$ cat src/rtl/div_pkg.sv
// Shared op encodings, FSM states and operand helpers for the RV64M divide front end.
package div_pkg;

  typedef enum logic [2:0] {
    OpDiv   = 3'd0,
    OpRem   = 3'd1,
    OpDivw  = 3'd2,
    OpRemw  = 3'd3,
    OpDivuw = 3'd4,
    OpRemuw = 3'd5,
    OpDivu  = 3'd6,
    OpRemu  = 3'd7
  } div_op_e;

  typedef enum logic [1:0] {
    StIdle,
    StIssue,
    StWait,
    StResp
  } div_state_e;

  localparam int unsigned DivLatencyDefault = 66;
  localparam logic [63:0] Min64             = 64'h8000_0000_0000_0000;
  localparam logic [31:0] Min32             = 32'h8000_0000;

  function automatic logic op_is_rem(input logic [2:0] op);
    return op[0];
  endfunction

  function automatic logic op_is_word(input logic [2:0] op);
    return (op[2:1] == 2'b01) || (op[2:1] == 2'b10);
  endfunction

  function automatic logic op_is_unsup(input logic [2:0] op);
    return op[2:1] == 2'b11;
  endfunction

  // Word ops are narrowed so that the signed core sees exactly the value the op means.
  function automatic logic [63:0] prep_operand(input logic [2:0] op, input logic [63:0] x);
    logic [63:0] r;
    case (op[2:1])
      2'b01:   r = {{32{x[31]}}, x[31:0]};
      2'b10:   r = {32'd0, x[31:0]};
      default: r = x;
    endcase
    return r;
  endfunction

endpackage

$ cat src/rtl/div_result_fix.sv
// Combinational result fixup: remainder sign restore, quotient/remainder select, word sign-extend.
module div_result_fix
  import div_pkg::*;
(
  input  logic [2:0]  op_i,
  input  logic        dividend_neg_i,
  input  logic [63:0] quotient_i,
  input  logic [63:0] rem_mag_i,
  output logic [63:0] result_o
);

  logic [63:0] rem_signed;
  logic [63:0] sel;

  always_comb begin
    // Remainder takes the dividend's sign; a zero magnitude negates to zero.
    rem_signed = dividend_neg_i ? (64'd0 - rem_mag_i) : rem_mag_i;
    sel        = op_is_rem(op_i) ? rem_signed : quotient_i;
    result_o   = op_is_word(op_i) ? {{32{sel[31]}}, sel[31:0]} : sel;
  end

endmodule

$ cat src/rtl/div_issue_ctrl.sv
// RV64M divide front end: resolves corner cases locally, otherwise issues to the
// multi-cycle signed divider core and returns a fixed-up result on a valid/ready response.
module div_issue_ctrl
  import div_pkg::*;
#(
  parameter int unsigned DIV_LATENCY = DivLatencyDefault,
  parameter int unsigned CNT_W       = 7
) (
  input  logic        clk,
  input  logic        reset_i,
  input  logic        req_valid_i,
  output logic        req_ready_o,
  input  logic [2:0]  req_op_i,
  input  logic [63:0] req_a_i,
  input  logic [63:0] req_b_i,
  output logic        resp_valid_o,
  input  logic        resp_ready_i,
  output logic [63:0] resp_data_o,
  output logic        resp_err_o,
  output logic        div_start_o,
  output logic [63:0] div_dividend_o,
  output logic [63:0] div_divisor_o,
  input  logic [63:0] div_quotient_i,
  input  logic [63:0] div_remainder_i
);

  localparam logic [CNT_W-1:0] LatCnt = CNT_W'(DIV_LATENCY);

  div_state_e       state_q, state_d;
  logic [CNT_W-1:0] cnt_q, cnt_d;
  logic [2:0]       op_q, op_d;
  logic             req_ready_q, req_ready_d;
  logic             resp_valid_q, resp_valid_d;
  logic [63:0]      resp_data_q, resp_data_d;
  logic             resp_err_q, resp_err_d;
  logic             start_q, start_d;
  logic [63:0]      dividend_q, dividend_d;
  logic [63:0]      divisor_q, divisor_d;

  logic [63:0] a_prep, b_prep;
  logic        b_zero, ovf64, ovf32, take_fast;
  logic [63:0] fast_quot, fast_rmag;
  logic        use_core;
  logic [2:0]  fix_op;
  logic        fix_neg;
  logic [63:0] fix_quot, fix_rmag, fix_result;

  always_comb begin
    a_prep    = prep_operand(req_op_i, req_a_i);
    b_prep    = prep_operand(req_op_i, req_b_i);
    b_zero    = (b_prep == 64'd0);
    ovf64     = ((req_op_i == OpDiv) || (req_op_i == OpRem)) &&
                (a_prep == Min64) && (b_prep == '1);
    ovf32     = ((req_op_i == OpDivw) || (req_op_i == OpRemw)) &&
                (req_a_i[31:0] == Min32) && (req_b_i[31:0] == '1);
    take_fast = b_zero || ovf64 || ovf32;
    // Fast-path values are fed as a magnitude so the shared fixup restores the dividend exactly.
    fast_quot = b_zero ? '1 : a_prep;
    fast_rmag = b_zero ? (a_prep[63] ? (64'd0 - a_prep) : a_prep) : 64'd0;
  end

  always_comb begin
    use_core = (state_q == StWait);
    fix_op   = use_core ? op_q : req_op_i;
    fix_neg  = use_core ? dividend_q[63] : a_prep[63];
    fix_quot = use_core ? div_quotient_i : fast_quot;
    fix_rmag = use_core ? div_remainder_i : fast_rmag;
  end

  div_result_fix u_fix (
    .op_i           (fix_op),
    .dividend_neg_i (fix_neg),
    .quotient_i     (fix_quot),
    .rem_mag_i      (fix_rmag),
    .result_o       (fix_result)
  );

  always_comb begin
    state_d      = state_q;
    cnt_d        = cnt_q;
    op_d         = op_q;
    req_ready_d  = req_ready_q;
    resp_valid_d = resp_valid_q;
    resp_data_d  = resp_data_q;
    resp_err_d   = resp_err_q;
    start_d      = 1'b0;
    dividend_d   = dividend_q;
    divisor_d    = divisor_q;
    case (state_q)
      StIdle: begin
        if (req_valid_i) begin
          op_d        = req_op_i;
          req_ready_d = 1'b0;
          if (op_is_unsup(req_op_i)) begin
            resp_err_d   = 1'b1;
            resp_data_d  = 64'd0;
            resp_valid_d = 1'b1;
            state_d      = StResp;
          end else if (take_fast) begin
            resp_err_d   = 1'b0;
            resp_data_d  = fix_result;
            resp_valid_d = 1'b1;
            state_d      = StResp;
          end else begin
            dividend_d = a_prep;
            divisor_d  = b_prep;
            start_d    = 1'b1;
            state_d    = StIssue;
          end
        end
      end
      StIssue: begin
        cnt_d   = LatCnt;
        state_d = StWait;
      end
      StWait: begin
        // The core's done flag is sticky, so completion is timed by our own counter.
        if (cnt_q == '0) begin
          resp_data_d  = fix_result;
          resp_err_d   = 1'b0;
          resp_valid_d = 1'b1;
          state_d      = StResp;
        end else begin
          cnt_d = cnt_q - CNT_W'(1);
        end
      end
      StResp: begin
        if (resp_ready_i) begin
          resp_valid_d = 1'b0;
          req_ready_d  = 1'b1;
          state_d      = StIdle;
        end
      end
      default: state_d = StIdle;
    endcase
  end

  always_ff @(posedge clk or negedge reset_i) begin
    if (!reset_i) begin
      state_q      <= StIdle;
      cnt_q        <= '0;
      op_q         <= 3'd0;
      req_ready_q  <= 1'b1;
      resp_valid_q <= 1'b0;
      resp_data_q  <= 64'd0;
      resp_err_q   <= 1'b0;
      start_q      <= 1'b0;
      dividend_q   <= 64'd0;
      divisor_q    <= 64'd0;
    end else begin
      state_q      <= state_d;
      cnt_q        <= cnt_d;
      op_q         <= op_d;
      req_ready_q  <= req_ready_d;
      resp_valid_q <= resp_valid_d;
      resp_data_q  <= resp_data_d;
      resp_err_q   <= resp_err_d;
      start_q      <= start_d;
      dividend_q   <= dividend_d;
      divisor_q    <= divisor_d;
    end
  end

  assign req_ready_o    = req_ready_q;
  assign resp_valid_o   = resp_valid_q;
  assign resp_data_o    = resp_data_q;
  assign resp_err_o     = resp_err_q;
  assign div_start_o    = start_q;
  assign div_dividend_o = dividend_q;
  assign div_divisor_o  = divisor_q;

endmodule

$ cat config.mk
export PLATFORM = sky130hd
export DESIGN_NAME = div_issue_ctrl
export DESIGN_NICKNAME = d
export VERILOG_FILES = /design/src/rtl/div_pkg.sv /design/src/rtl/div_result_fix.sv /design/src/rtl/div_issue_ctrl.sv
export SDC_FILE = /design/constraint.sdc
export NUM_CORES = 1
export LEC_CHECK = 0
export ABC_AREA = 1
export BUFFER_PORTS_ARGS = -buffer_cell sky130_fd_sc_hd__buf_2
export CORE_AREA = 2 2 178 180
export CTS_CLUSTER_DIAMETER = 200
export DETAILED_ROUTE_END_ITERATION = 10
export DIE_AREA = 0 0 180 182
export PLACE_DENSITY = 0.83
export RECOVER_POWER = 50
export SLEW_MARGIN = 20
export SYNTH_ARGS = -nofsm -noshare
export SYNTH_HDL_FRONTEND = slang
export SYNTH_HIERARCHICAL = 1
export SYNTH_SLANG_ARGS = --single-unit
$ cat constraint.sdc
create_clock -name clk -period 5.75 [get_ports clk]
set_clock_uncertainty 0.05 [all_clocks]
set_input_delay 0.8625 -clock clk [delete_from_list [all_inputs] [get_ports clk]]
set_output_delay 0.8625 -clock clk [all_outputs]
set_load 0.005 [all_outputs]
# After elaboration in Yosys (flattened, before gate mapping)

Index checks and enable logic that the tools add are counted.
W data, S select, Z words.

$add $sub $neg: 3
Eq/ne operators: 20
Mux-type cells: 43
Bitwise logic cells: 2
Reductions and logical operators: 24

Operators by type and width:

| operator                | number |
|---|---|
| $mux W64                | 12 |
| $pmux W64 S2            | 3 |
| $eq A64 B64 Y1 const B  | 2 |
| $sub A1 B64 Y64 const A | 2 |
| $eq A32 B32 Y1 const B  | 2 |
| $logic_not A64 Y1       | 1 |
| $mux W1                 | 16 |
| $pmux W7 S2             | 1 |
| $eq A2 B2 Y1 const B    | 5 |
| $mux W2                 | 5 |
| $pmux W2 S4             | 1 |
| $reduce_and A4 Y1       | 2 |
| $logic_not A7 Y1        | 1 |
| $mux W7                 | 1 |
| $sub A7 B1 Y7 const B   | 1 |
| $eq A2 B1 Y1 const B    | 3 |
| $eq A3 B2 Y1 const B    | 2 |
| $ne A2 B2 Y1 const B    | 3 |
| $reduce_and A3 Y1       | 2 |
| $reduce_bool A2 Y1      | 3 |
| $logic_or A1 B1 Y1      | 5 |
| $reduce_and A5 Y1       | 1 |
| $logic_and A1 B1 Y1     | 4 |
| $pmux W1 S2             | 2 |
| other kinds (10)        | 12 |

Register bits after elaboration: 208
Input port bits: 263
Word-level logic and storage cells: 102

# Logic depth before layout (Yosys ltp)

Depth in word-level cells: 14
Gate-level depth with buffers: 34
Depth with buffers taken out: 32

# Modules after synthesis

Netlist, hierarchy kept.

Modules (own cells, without submodules):

| module         | instances | cells each | area each (um^2) | sequential area each (um^2) |
|---|---|---|---|---|
| div_issue_ctrl | 1         | 2,084      | 13,761.9         | 5,206.2 |
| div_result_fix | 1         | 726        | 3,244.4          | 0.0 |

# Worst setup path after synthesis

No wires, ideal clock.

Kind: input to register
From: input port req_op_i[2]
To: register resp_data_q[30] (netlist: resp_data_o[30])
Arrival time: 4.205 ns
Required time: 5.634 ns
Setup slack: 1.429 ns
Stages on the path: 28
Cell sequence: inv_1 ha_1 buf_4 inv_2 buf_6 buf_4 nand2_1 nand4_1 nor3_1 nand2_1 nor2_1 nand2_1 clkbuf_1 o21ai_0 inv_1 ha_1 nand2_1 nand2_1 nand3_2 inv_1 nand2_1 nor2_4 xor2_1 o21ai_0 inv_1 nor2_1 nand3_1 nand2_1

Cells in the longest elaborated chain, start to end: 13
Elaborated cells between the ends (all ways): 37
Classes of those cells: 1 x add/sub; 9 x eq/ne; 16 x mux; 11 x reduce/logical

Ends and longest elaborated chain:

| what                                                 | line                                       | RTL |
|---|---|---|
| start, declared                                      | div_issue_ctrl.sv:13                       | `input logic [2:0] req_op_i,` |
| $eq A2 B2 Y1 / $eq A2 B1 Y1 (equally long branches)  | div_pkg.sv:41                              | `case (op[2:1])` |
| $pmux W64 S2                                         | div_pkg.sv:41                              |  |
| $logic_not A64 Y1 / $mux W64 (equally long branches) | div_issue_ctrl.sv:51, div_issue_ctrl.sv:59 |  |
| $mux W64 (*)                                         | div_issue_ctrl.sv:59                       | `fast_rmag = b_zero ? (a_prep[63] ? (64'd0 - a_prep) : a_prep) : 64'd0;` |
| $mux W64 (*)                                         | div_issue_ctrl.sv:67                       | `fix_rmag = use_core ? div_remainder_i : fast_rmag;` |
| net fix_rmag[1]                                      | div_issue_ctrl.sv:46                       | `logic [63:0] fix_quot, fix_rmag, fix_result;` |
| $sub A1 B64 Y64 (*)                                  | div_result_fix.sv:17                       | `rem_signed = dividend_neg_i ? (64'd0 - rem_mag_i) : rem_mag_i;` |
| $mux W64 (*)                                         | div_result_fix.sv:17                       |  |
| $mux W64 (*)                                         | div_result_fix.sv:18                       | `sel = op_is_rem(op_i) ? rem_signed : quotient_i;` |
| $mux W64 (*)                                         | div_result_fix.sv:19                       | `result_o = op_is_word(op_i) ? {{32{sel[31]}}, sel[31:0]} : sel;` |
| net fix_result[30]                                   | div_issue_ctrl.sv:46                       |  |
| $mux W64                                             | div_issue_ctrl.sv:99                       | `end else if (take_fast) begin` |
| $mux W64                                             | div_issue_ctrl.sv:94                       | `if (op_is_unsup(req_op_i)) begin` |
| $mux W64                                             | div_issue_ctrl.sv:91                       | `if (req_valid_i) begin` |
| $pmux W64 S2 (*)                                     | div_issue_ctrl.sv:89                       | `case (state_q)` |
| end signal, assigned                                 | div_issue_ctrl.sv:156                      | `resp_data_q <= resp_data_d;` |
| end, declared                                        | div_issue_ctrl.sv:34                       | `logic [63:0] resp_data_q, resp_data_d;` |

Mark *: on every way through the listed nets, which the timed path passes. The rest lies on a longest branch. The select of a mux whose other input is x is not followed.
A chain may end at the register's enable or synchronous reset.

# Worst setup path in the final report

From: input port req_op_i[1]
To: register resp_data_q[55] (netlist: resp_data_o[55])

Cells in the longest elaborated chain, start to end: 14
Elaborated cells between the ends (all ways): 42
Classes of those cells: 2 x add/sub; 11 x eq/ne; 17 x mux; 12 x reduce/logical

Ends and longest elaborated chain:

| what                                                | line |
|---|---|
| $eq A2 B2 Y1 / $eq A2 B1 Y1 (equally long branches) | div_pkg.sv:41 |
| $pmux W64 S2                                        | div_pkg.sv:41 |
| $sub A1 B64 Y64                                     | div_issue_ctrl.sv:59 |
| $mux W64                                            | div_issue_ctrl.sv:59 |
| $mux W64 (*)                                        | div_issue_ctrl.sv:59 |
| $mux W64 (*)                                        | div_issue_ctrl.sv:67 |
| net fix_rmag[49]                                    | div_issue_ctrl.sv:46 |
| $sub A1 B64 Y64 (*)                                 | div_result_fix.sv:17 |
| $mux W64 (*)                                        | div_result_fix.sv:17 |
| $mux W64 (*)                                        | div_result_fix.sv:18 |
| $mux W64 (*)                                        | div_result_fix.sv:19 |
| net fix_result[55]                                  | div_issue_ctrl.sv:46 |
| $mux W64                                            | div_issue_ctrl.sv:99 |
| $mux W64                                            | div_issue_ctrl.sv:94 |
| $mux W64                                            | div_issue_ctrl.sv:91 |
| $pmux W64 S2 (*)                                    | div_issue_ctrl.sv:89 |

Marks and branches as above.

==> impl_metrics.ini <==
[sta]
min_period_ns = 5.14
final_hold_viol_count = 0
min_period_over_period_pct = 89.4
slew_headroom_pct = -78.7
finalSetupTns_ns = 0
tightestPinTransition_ns = 2.68
drv_slew = 211
rsz0062_at_grt = no
setup_violations = 0
fmax_mhz = 194

[critical_path]
timing.rr.start = state_q[0]
crit_top_cell = nand2_1
ff2ff_setup_slack_ns = 1.80
reg2reg_depth = 18
endpoint_kind = flop
crit_path_max_fanout = 26
worstReg2RegEnd = resp_data_o[40]
cp-start-kind = primary input
worstPathArrival_ns = 5.51
crit_type = in2reg
slowest_delay_ns = 0.36
cp.required_ns = 6.12
worst_path_max_delay_cell = ha_1

[clock_network]
htreeDepth = 1
path_clk_slew_ns = 0.06
cts_buffers = 24
hold_buffers = 0
cts_resized = 0
clk_path_buf_depth = 3
cts_setup_buffers = 0
cts_tree = built
worstSkewPairLatency_ns = 0.55
clock-sinks = 208
cts_root_buffer = clkbuf_16

[grt]
track_usage_pct = 45.2
grt_antenna_before_repair = 16
gr-total-overflow = 0
grt_pass1_vias = 20200
grt_pass1_wl_um = 115000
grt_max_degree = 109

[logic_synthesis]
yosysTopAreaCellShare_pct = 30.5
ys_top_cells_by_area = dfrtp_1, nand2_1, nor2_1
ys.flop_type = dfrtp_1
synth_edf_count = 0
synthAdderAreaFrac_pct = 0.809
yosys.area.top_type = dfrtp_1
ys_types = 42
synthMuxAreaShare_pct = 0
synth-compound-area-share_pct = 8.84
ys_ff_latch = 208
async_flop_share_pct = 100
synth-xor-area-share_pct = 3.66
synth_top_family_by_area = simple AND/OR/NAND/NOR gates
synth_warnings = 6
postSynthCellCount = 2810
synth.most_common_cell = nand2_1
synth_common_cells = nand2_1, nor2_1, o21ai_0, dfrtp_1, nand3_1
synthesis.area_um2 = 17000
syn-num-nets = 3084
synth_seq_area_share_pct = 30.6
synth_area_per_cell_um2 = 6.05
synthSimpleGateAreaFrac_pct = 46.7

[power]
internal_power_mw = 5.35
p_sw_share_pct = 52.7
total_power_mw = 11.3
p_seq_share_pct = 22.6
peakVddDrop_v = 0.000321
pwr-share-comb_pct = 62.4
power_leakage_nw = 11.3
cellPowerDensity_nw_per_um2 = 558
power.switching_mw = 5.94
clkPwrFrac_pct = 15.0

[route]
num_vias = 21600
wl_um = 76300
ant_nets = 0
wl_per_cell_um = 21.2
first_pass_iters = 7
viasPerCell = 6.00
drtIter0Drc = 2784
remaining_drc_errors = 0

[worst_hold_path]
worstHoldPathCells = 2
hp-start = resp_data_o[4]
hold_path_end = resp_data_o[4]
min_path_type = reg2reg

[finish]
syn_to_final_growth_pct = 19.0
nets = 3444
drive_gt1_share_pct = 17.8

[outcome]
violations = capacitance limit, slew limit
status = finished with violations

[placed_design]
io_buffers = 458
gp_congestion = 1.05
dp_hpwl_um = 58400

[floorplanning]
dieArea_um2 = 32800
rows = 65
initial_utilization_pct = 54.9
die_y_um = 182
coreArea_um2 = 31000
die_w_um = 180
ioPinCount = 459

[job]
maxCapViolCount = 2
[per-layer routing]
metal	track usage, %	vias to the layer above	part of all wire (%)
met5	0	-	0.050
met4	27.6	6	7.1
met3	8.56	299	12
met2	69.9	1607	44
met1	58.6	9944	37
li1	-	9768	-
[power groups by stage]
stage / Sequential, mW / Combinational [mW] / Clock (mW)
2_1_floorplan: 2.55 / 4.47 / 0
3_3_place_gp: 2.52 / 6.69 / 0
3_5_place_dp: 2.53 / 6.80 / 0
4_1_cts: 2.53 / 6.87 / 1.70
5_1_grt: 2.61 / 7.73 / 1.75
6_report: 2.55 / 7.04 / 1.69
[layout by cell type, fill, tap and decap left out, types with 13 or more instances in the layout]
master / n
nor2_2: 14
nand4_1: 164
nand3_1: 196
clkbuf_1: 34
a21oi_1: 22
xnor2_1: 13
xor2_1: 57
buf_2: 425
inv_1: 189
buf_4: 43
clkbuf_16: 24
nand2_1: 1051
nor2_1: 388
diode_2: 13
o21ai_0: 213
dfrtp_1: 207
[worst max-delay path by stage]
stage                           start              end  cells after the start
after floorplan           req_op_i[2]  resp_data_o[30]                     28
after global placement    req_op_i[1]  resp_data_o[62]                     26
after detailed placement  req_op_i[1]  resp_data_o[55]                     27
after CTS                 req_op_i[1]  resp_data_o[55]                     27
after global routing          reset_i  resp_data_o[16]                      2
final                     req_op_i[1]  resp_data_o[55]                     30
[through the flow]
step           cells  worst slack (ns)  cell area [um2]  util [%]  hold WS [ns]
4_1_cts         3590             0.868            20300      65.4         0.388
6_report        3603             0.607            20200      65.3         0.415
2_1_floorplan   2810              1.43            17000         -         0.384
3_5_place_dp    3546             0.352            19400      62.6         0.403
5_1_grt         3599             0.136            20200      65.3         0.435
3_3_place_gp    3546             0.434            19400      62.6         0.399
[logic make-up after synthesis]
family          count (synthesis)
compound gates                280
xor+xnor                       71
fa+ha+maj                      11
buf+inv                       363
flops                         208
simple gates                 1877
[critical path, delay by kind of cell]
kind	cells	cell delay [ns]
adder cells (fa/ha/maj)	1	0.36
AND/OR/NAND/NOR	23	3.34
AO/OA/AOI/OAI	1	0.23
buffers and inverters	5	0.72
[layout make-up]
type / count / area, um2
Inverter: 194 / 728
Fill cell: 2878 / 10700
Tap cell: 402 / 503
Antenna cell: 13 / 32.5
Multi-Input combinational cell: 2239 / 10300
Sequential cell: 208 / 5210
Timing Repair Buffer: 503 / 2620
Clock inverter: 13 / 205
Clock buffer: 31 / 667
[state kept, by name (all words and copies together), names as in the netlist, 2 cells and up]
name / count
resp_data_o: 64
cnt_q: 7
div_divisor_o: 64
op_q: 3
div_dividend_o: 64
state_q: 2
Note: power is estimated with default switching activity, not from simulation.
